**src/rtl/galaga_pkg.sv**
```systemverilog
// Shared types and default constants for the galaga game-logic stage.
package galaga_pkg;

  typedef enum logic [1:0] {
    IDLE = 2'd0,
    PLAY = 2'd1,
    HIT  = 2'd2,
    OVER = 2'd3
  } game_state_t;

  localparam int LIVES_DEF      = 3;
  localparam int HITMIN_DEF     = 4;
  localparam int HIT_FRAMES_DEF = 60;

  function automatic logic [15:0] sat_inc16(input logic [15:0] v);
    return (v == 16'hFFFF) ? v : v + 16'd1;
  endfunction

endpackage

```
**src/rtl/collision_monitor_if.sv**
```systemverilog
// Video-path bundle between the pixel generator / VGA controller and the collision monitor.
interface collision_monitor_if;
  import galaga_pkg::*;

  logic        vsync;
  logic        blank_b;
  logic        rpixel;
  logic        apixel;
  logic        start;
  game_state_t state;
  logic [2:0]  lives;
  logic [15:0] score;
  logic        freeze;
  logic        flash;
  logic        hit;

  // No handshake here: inputs are sampled every vgaclk cycle and outputs are
  // level values, except hit which is a single-cycle pulse.
  modport master (
    output vsync, blank_b, rpixel, apixel, start,
    input  state, lives, score, freeze, flash, hit
  );

  modport slave (
    input  vsync, blank_b, rpixel, apixel, start,
    output state, lives, score, freeze, flash, hit
  );
endinterface

```
**src/rtl/collision_monitor_overlap_counter.sv**
```systemverilog
// Saturating 8-bit count of rocket/asteroid overlap pixels; clear has priority.
module overlap_counter
  import galaga_pkg::*;
(
  input  logic       vgaclk,
  input  logic       reset_b,
  input  logic       inc,
  input  logic       clr,
  output logic [7:0] count
);

  always_ff @(posedge vgaclk or negedge reset_b) begin
    if (!reset_b)                      count <= 8'd0;
    else if (clr)                      count <= 8'd0;
    else if (inc && count != 8'hFF)    count <= count + 8'd1;
  end

endmodule

```
**src/rtl/collision_monitor.sv**
```systemverilog
// Per-frame collision evaluation and game state machine driving lives/score/freeze/flash.
module collision_monitor
  import galaga_pkg::*;
#(
  parameter int LIVES      = LIVES_DEF,
  parameter int HITMIN     = HITMIN_DEF,
  parameter int HIT_FRAMES = HIT_FRAMES_DEF
) (
  input  logic                vgaclk,
  input  logic                reset_b,
  collision_monitor_if.slave  bus
);

  logic        vsync_q;
  logic        armed_q;
  logic        frame_end;
  logic [7:0]  overlap;
  logic        collide;

  game_state_t state_q, state_d;
  logic [2:0]  lives_q, lives_d;
  logic [15:0] score_q, score_d;
  logic [7:0]  timer_q, timer_d;
  logic        freeze_q, freeze_d;
  logic        hit_q, hit_d;
  logic        flash;

  // armed_q blocks a frame_end until vsync has been seen high since reset,
  // so vsync held low across reset release cannot fake a falling edge.
  always_ff @(posedge vgaclk or negedge reset_b) begin
    if (!reset_b) begin
      vsync_q <= 1'b1;
      armed_q <= 1'b0;
    end else begin
      vsync_q <= bus.vsync;
      armed_q <= armed_q | bus.vsync;
    end
  end

  assign frame_end = armed_q & vsync_q & ~bus.vsync;
  assign collide   = (overlap >= 8'(HITMIN));

  overlap_counter u_overlap (
    .vgaclk  (vgaclk),
    .reset_b (reset_b),
    .inc     (bus.blank_b & bus.rpixel & bus.apixel),
    .clr     (frame_end),
    .count   (overlap)
  );

  always_ff @(posedge vgaclk or negedge reset_b) begin
    if (!reset_b) begin
      state_q  <= IDLE;
      lives_q  <= 3'(LIVES);
      score_q  <= 16'd0;
      timer_q  <= 8'd0;
      freeze_q <= 1'b1;
      hit_q    <= 1'b0;
    end else begin
      state_q  <= state_d;
      lives_q  <= lives_d;
      score_q  <= score_d;
      timer_q  <= timer_d;
      freeze_q <= freeze_d;
      hit_q    <= hit_d;
    end
  end

  always_comb begin
    state_d = state_q;
    lives_d = lives_q;
    score_d = score_q;
    timer_d = timer_q;
    hit_d   = 1'b0;
    if (frame_end) begin
      unique case (state_q)
        IDLE, OVER: begin
          if (bus.start) begin
            state_d = PLAY;
            lives_d = 3'(LIVES);
            score_d = 16'd0;
          end
        end
        PLAY: begin
          if (collide) begin
            hit_d = 1'b1;
            if (lives_q <= 3'd1) begin
              lives_d = 3'd0;
              state_d = OVER;
            end else begin
              lives_d = lives_q - 3'd1;
              timer_d = 8'(HIT_FRAMES);
              state_d = HIT;
            end
          end else begin
            score_d = sat_inc16(score_q);
          end
        end
        HIT: begin
          score_d = sat_inc16(score_q);
          if (timer_q <= 8'd1) begin
            timer_d = 8'd0;
            state_d = PLAY;
          end else begin
            timer_d = timer_q - 8'd1;
          end
        end
        default: state_d = IDLE;
      endcase
    end
    freeze_d = (state_d == IDLE) || (state_d == OVER);
  end

  always_comb begin
    flash     = (state_q == HIT) & timer_q[3];
    bus.state  = state_q;
    bus.lives  = lives_q;
    bus.score  = score_q;
    bus.freeze = freeze_q;
    bus.flash  = flash;
    bus.hit    = hit_q;
  end

endmodule

```
**src/flat_wrapper.sv**
```systemverilog
// flat-port wrapper written by rule: the top's interface ports become plain ports
module collision_monitor_flat import galaga_pkg::*;
#(
  parameter int LIVES      = LIVES_DEF,
  parameter int HITMIN     = HITMIN_DEF,
  parameter int HIT_FRAMES = HIT_FRAMES_DEF
)
  (vgaclk, reset_b, bus_vsync, bus_blank_b, bus_rpixel, bus_apixel, bus_start, bus_state, bus_lives, bus_score, bus_freeze, bus_flash, bus_hit);
  collision_monitor_if bus_i ();
  input  logic vgaclk;
  input  logic reset_b;
  input wire logic [$bits(bus_i.vsync)-1:0] bus_vsync;
  input wire logic [$bits(bus_i.blank_b)-1:0] bus_blank_b;
  input wire logic [$bits(bus_i.rpixel)-1:0] bus_rpixel;
  input wire logic [$bits(bus_i.apixel)-1:0] bus_apixel;
  input wire logic [$bits(bus_i.start)-1:0] bus_start;
  output wire logic [$bits(bus_i.state)-1:0] bus_state;
  output wire logic [$bits(bus_i.lives)-1:0] bus_lives;
  output wire logic [$bits(bus_i.score)-1:0] bus_score;
  output wire logic [$bits(bus_i.freeze)-1:0] bus_freeze;
  output wire logic [$bits(bus_i.flash)-1:0] bus_flash;
  output wire logic [$bits(bus_i.hit)-1:0] bus_hit;
  assign bus_i.vsync = bus_vsync;
  assign bus_i.blank_b = bus_blank_b;
  assign bus_i.rpixel = bus_rpixel;
  assign bus_i.apixel = bus_apixel;
  assign bus_i.start = bus_start;
  assign bus_state = bus_i.state;
  assign bus_lives = bus_i.lives;
  assign bus_score = bus_i.score;
  assign bus_freeze = bus_i.freeze;
  assign bus_flash = bus_i.flash;
  assign bus_hit = bus_i.hit;
  collision_monitor #(.LIVES(LIVES), .HITMIN(HITMIN), .HIT_FRAMES(HIT_FRAMES)) u_core (.vgaclk(vgaclk), .reset_b(reset_b), .bus(bus_i));
endmodule
```
**config.mk**
```make
export PLATFORM = sky130hd
export DESIGN_NAME = collision_monitor_flat
export DESIGN_NICKNAME = d
export VERILOG_FILES = /design/src/rtl/galaga_pkg.sv /design/src/rtl/collision_monitor_if.sv /design/src/rtl/collision_monitor_overlap_counter.sv /design/src/rtl/collision_monitor.sv /design/src/flat_wrapper.sv
export SDC_FILE = /design/constraint.sdc
export NUM_CORES = 1
export LEC_CHECK = 0
export BUFFER_PORTS_ARGS = -buffer_cell sky130_fd_sc_hd__buf_2
export CORE_ASPECT_RATIO = 0.75
export CORE_MARGIN = 2
export CORE_UTILIZATION = 45
export CTS_CLUSTER_SIZE = 14
export DETAILED_ROUTE_END_ITERATION = 8
export PLACE_DENSITY = 0.67
export SYNTH_ARGS = -nofsm -noshare
export SYNTH_HDL_FRONTEND = slang
export SYNTH_HIERARCHICAL = 1
export SYNTH_SLANG_ARGS = --single-unit
```
**constraint.sdc**
```tcl
create_clock -name vgaclk -period 2.05 [get_ports vgaclk]
set_input_delay 0.1025 -clock vgaclk [delete_from_list [all_inputs] [get_ports vgaclk]]
set_output_delay 0.1025 -clock vgaclk [all_outputs]
set_load 0.005 [all_outputs]
```
==> impl.org <==
** Synth
- sky130_fd_sc_hd__dfrtp_1 takes more of the synthesized area than any other cell.
- By count the netlist is led by sky130_fd_sc_hd__dfrtp_1 (37), sky130_fd_sc_hd__nand2_1 (20), sky130_fd_sc_hd__o21ai_0 (18).
- After synthesis the cells add up to between 0.002 and 0.0025 mm².
- Fraction of registers with async set or reset after synthesis :: 100.0%
- In this run, distinct cell masters in the synthesized netlist total 64.
- Biggest area contributors in the synthesized netlist :: sky130_fd_sc_hd__dfrtp_1 (38%), sky130_fd_sc_hd__dfstp_2 (4.3%), sky130_fd_sc_hd__o21ai_0 (3.7%)
- Library cell with the highest instance count after synthesis :: sky130_fd_sc_hd__dfrtp_1
- In this run, synthesis inferred 0 flip-flops with an integrated enable.
- Share of Yosys cell area claimed by the top area cell type :: a little under two fifths
- Among all flip-flop cells after synthesis, the most frequent one is sky130_fd_sc_hd__dfrtp_1.
- Number of warnings printed during yosys synthesis :: 6
- A synthesized cell averages between 9 and 10 µm².
- Number of flip-flops and latches in the synthesized netlist :: 41
- Share of synthesized area occupied by flip-flops and latches :: about two fifths
- Synthesized net count :: about 270
- Number of instances in the synthesized netlist :: 260

** Finish
- Register Area :: roughly 0.0010 mm²
- Once layout is done, the placed cells without fillers occupy between 0.002 and 0.003 mm².
- 0 antenna diodes ended up in the layout.
- Ratio of cells with drive above 1 in the final layout :: roughly a quarter
- Final core utilization :: ~57%
- Area of combinational cells with multiple inputs :: roughly 0.0014 mm²
- Fill cells in the final layout number between 400 and 500.
- After the last flow step, the layout net total stands at roughly 320.
- Area Overhead vs Synth :: 21.81%

** Power and ir drop
- Summed over all cells, the static leakage comes to roughly 1.4 nW.
- Cell internal power was estimated by the tool at around 1.8 mW.
- Clock power frac :: between 20 and 30%
- Power spread over the standard cell area amounts to between 900 and 1000 mW/mm².
- Part of the power in registers :: a little over 40%
- Worst voltage drop across the vdd grid :: just over 500 µV
- Logic pwr share :: 30.4%
- Of the total power, the share spent switching nets is 33.61%.
- For this design the total switching power over the nets is slightly above 0.9 mW.

** Global route
- GRT Residual Overflow :: 0
- Global-route wire length before repair :: 9.839 mm
- For this run, the total global-route usage over all layers was measured as 21.03%.
- Initial antenna violation count :: 0
- The via count of the first global-routing pass is between 1500 and 2000.
- Entering global routing, the biggest net connects 24 pins.

** Worst setup path
- The startpoint identified for the worst register-to-register timing path is u_core/bus.state[1].
- Capturing element type of the critical path :: flop
- Counting stages on the worst path, the most repeated cell is sky130_fd_sc_hd__inv_1.
- Data arrival time of the critical path :: 2.11 ns
- Delay of the slowest cell on the worst path :: roughly 0.46 ns
- For the worst setup path, the data required time is 2.25 ns.
- The setup path with the least slack is of type reg2reg.
- Across all register-to-register paths, the minimum setup slack is approximately 0.13 ns.
- Counting cells, the worst reg-to-reg path comes to 7.
- Largest fanout on the critical path :: 5
- Among all stages on the critical path, the largest delay is contributed by sky130_fd_sc_hd__dfrtp_2.
- STA classifies the critical path startpoint as a flop.
- The worst register-to-register path ends at u_core/timer_q[4].
- Walking the worst path, the cells encountered are inv_1 > ha_1 > inv_1 > a211oi_1 > o21ai_1 > or3_1 > a22o_1.

** Routing
- Detailed-route vias per instance :: about 5.8
- Total routed wirelength :: 5.860 mm
- Drc violations :: 0
- Detailed-router iteration count before antenna repair :: 5
- For this block, the initial DRC count from the detailed router was approximately 140.
- The detail route stage leaves a number of antenna-violating nets equal to 0.
- Vias post-DR :: about 2300
- After detailed routing, the average wire length per cell comes to about 15 µm.

** STA
- Final critical path time including I/O delays and setup :: ~1.9 ns
- For the pin with the worst max-slew slack, the measured transition is roughly 0.56 ns.
- Setup violations remaining at the end of the flow were counted as 0.
- Max frequency :: 520.9 MHz
- Adding up every negative setup slack in the final design gives 0 ns.
- Final period utilization :: a little over nine tenths
- Hold violation count in the final report :: 0
- Measured against its own limit, the worst slew margin works out to about 62%.
- Setup slack of the critical path after layout :: around 0.13 ns
- Number of slew-limit violations in the final report :: 0
- The clock arrives with roughly 0.016 ns of skew.
- RSZ-0062 raised after global routing :: no

** Floorplan
- Overall die height :: 68.05 µm
- Row cnt :: 23
- Die Width :: between 80 and 90 µm
- Core region area :: 0.005295 mm²
- The floorplan step defined a die boundary enclosing approximately 0.0061 mm².
- 31 I/O pins were placed.
- Once the floorplan was initialized, standard cells occupied between 40% and 50% of the core.

** Clocking
- Clock-pin slew was measured on the worst setup and hold paths at 0.09 ns.
- The tree built by TritonCTS fans out to a little over 40 sinks.
- The H-tree was split into 2 levels.
- Buffers inserted during clock tree synthesis total 5.
- The longest clock path from root to sink contains 2 buffers.
- Clk root buf :: sky130_fd_sc_hd__clkbuf_8
- At the later pin of the worst-skew pair, clock insertion delay measures between 0.3 and 0.4 ns.
- CTS tree :: built

** Placed design
- Total half-perimeter wirelength after legalization and detailed placement :: between 4 and 5 mm
- At the placement stage, the worst setup path has a slack of between 0.1 and 0.15 ns.
- In this run the tool buffered the top-level ports with 30 buffer cells.
- At the end of routability-driven placement, the weighted congestion stood at approximately 0.86.
- Once placement finished, the instance area stood at 0.002813 mm².

** Worst hold path
- The tightest min-delay check is of the in2async type.

** Run status
- Run status :: complete, no violations

** Job
- The tool flagged a number of max-cap violations equal to 0.
[per-layer routing]
metal	share of wire (%)	vias up	GRT usage, %
li1	-	1094	-
met5	0	-	0
met2	42	76	29.26
met1	51	1079	32.71
met4	0.73	0	5.784
met3	6.2	5	4.222
[cells by family after synthesis]
| family | count (synthesis) | synth area share [%] |
|---|---|---|
| flip-flops | 41 | 41.89 |
| AND/OR/NAND/NOR | 104 | 23.59 |
| multiplexers | 3 | 1.322 |
| AO/OA/AOI/OAI | 85 | 25.83 |
| XOR/XNOR | 1 | 0.3559 |
| adder cells (fa/ha/maj) | 7 | 3.559 |
| buffers and inverters | 19 | 3.457 |
[repair_timing]
action | 4_1_cts | 5_1_grt
endpoints found under the hold margin | 19 | 0
hold buffers | 2 | 0
endpoints found under the setup margin | 0 | 6
setup buffers | 0 | 0
resized for setup | 0 | 6
[through the flow]
| step | total power, mW | instances | hold WS, ns |
|---|---|---|---|
| after global routing | 2.908 | 386 | 0.3053 |
| after global placement | 1.902 | 376 | 0.07167 |
| final | 2.731 | 386 | 0.2547 |
| after CTS | 2.725 | 386 | 0.2713 |
| after detailed placement | 1.928 | 376 | 0.06662 |
| after floorplan | 1.577 | 260 | -0.1931 |
[power by group through the flow]
stage | clock, mW | sequential, mW | combinational, mW
6_report | 0.786 | 1.12 | 0.829
5_1_grt | 0.833 | 1.14 | 0.933
4_1_cts | 0.804 | 1.11 | 0.808
3_5_place_dp | 0 | 1.13 | 0.799
3_3_place_gp | 0 | 1.12 | 0.782
2_1_floorplan | 0 | 1.10 | 0.476
[cell type report]
| type | count | area share [%] |
|---|---|---|
| multi-input combinational | 200 | 45.87 |
| tap | 75 | 3.130 |
| timing repair buffer | 50 | 10.60 |
| clock inverter | 3 | 2.170 |
| clock buffer | 5 | 2.295 |
| sequential | 41 | 34.43 |
| inverter | 12 | 1.503 |
[registers in the layout, summed over array words and instances (netlist names)]
name and flops:
u_core/armed_q 1, u_core/bus.freeze 1, u_core/bus.hit 1, u_core/bus.lives 3, u_core/bus.score 16, u_core/bus.state 2
u_core/timer_q 8, u_core/u_overlap/count 8, u_core/vsync_q 1
[critical path, delay by kind of cell, from the launching register on]
family | cells | cell delay, ns
buf+inv | 2 | 0.17
fa+ha+maj | 1 | 0.17
flops | 1 | 0.46
simple gates | 1 | 0.37
compound gates | 3 | 0.65
[placed cells by master (no fill, tap or decap), types with 2 or more instances in the layout]
| master | n |
|---|---|
| sky130_fd_sc_hd__nor2b_1 | 5 |
| sky130_fd_sc_hd__bufinv_16 | 2 |
| sky130_fd_sc_hd__dlygate4sd3_1 | 2 |
| sky130_fd_sc_hd__inv_1 | 11 |
| sky130_fd_sc_hd__a21oi_1 | 10 |
| sky130_fd_sc_hd__nor2_1 | 13 |
| sky130_fd_sc_hd__o211a_1 | 3 |
| sky130_fd_sc_hd__a41oi_1 | 2 |
| sky130_fd_sc_hd__a21o_1 | 2 |
| sky130_fd_sc_hd__clkbuf_8 | 5 |
| sky130_fd_sc_hd__a22o_1 | 5 |
| sky130_fd_sc_hd__a211oi_1 | 3 |
| sky130_fd_sc_hd__ha_1 | 6 |
| sky130_fd_sc_hd__o41ai_1 | 5 |
| sky130_fd_sc_hd__a31oi_1 | 3 |
| sky130_fd_sc_hd__dfstp_2 | 4 |
| sky130_fd_sc_hd__buf_2 | 30 |
| sky130_fd_sc_hd__nand2_1 | 20 |
| sky130_fd_sc_hd__buf_4 | 17 |
| sky130_fd_sc_hd__o21ai_0 | 18 |
| sky130_fd_sc_hd__o31ai_1 | 7 |
| sky130_fd_sc_hd__a211o_1 | 2 |
| sky130_fd_sc_hd__dfrtp_1 | 36 |
| sky130_fd_sc_hd__o21a_1 | 4 |
| sky130_fd_sc_hd__nor3_1 | 8 |
| sky130_fd_sc_hd__or3_1 | 5 |
| sky130_fd_sc_hd__a2bb2oi_1 | 2 |
| sky130_fd_sc_hd__nand3_1 | 16 |
| sky130_fd_sc_hd__nand2b_1 | 6 |
| sky130_fd_sc_hd__and2_1 | 4 |
| sky130_fd_sc_hd__mux2_2 | 2 |
| sky130_fd_sc_hd__and3_1 | 8 |
| sky130_fd_sc_hd__o22a_1 | 2 |
| sky130_fd_sc_hd__o311ai_0 | 2 |
| sky130_fd_sc_hd__nor4_1 | 6 |
[how the worst max path moves through the flow]
stage,startpoint,to,slack [ns],depth (start not counted)
floorplan,u_core/bus.state[0],u_core/bus.score[8],0.06,9
global placement,u_core/bus.state[1],u_core/bus.freeze,0.14,7
detailed placement,u_core/bus.state[0],u_core/bus.score[15],0.11,8
CTS,u_core/bus.state[0],u_core/bus.score[8],0.09,7
global route,u_core/bus.score[0],u_core/bus.score[7],0.03,7
finish,u_core/bus.state[1],u_core/timer_q[4],0.13,7
(Power assumes the default switching activity.)
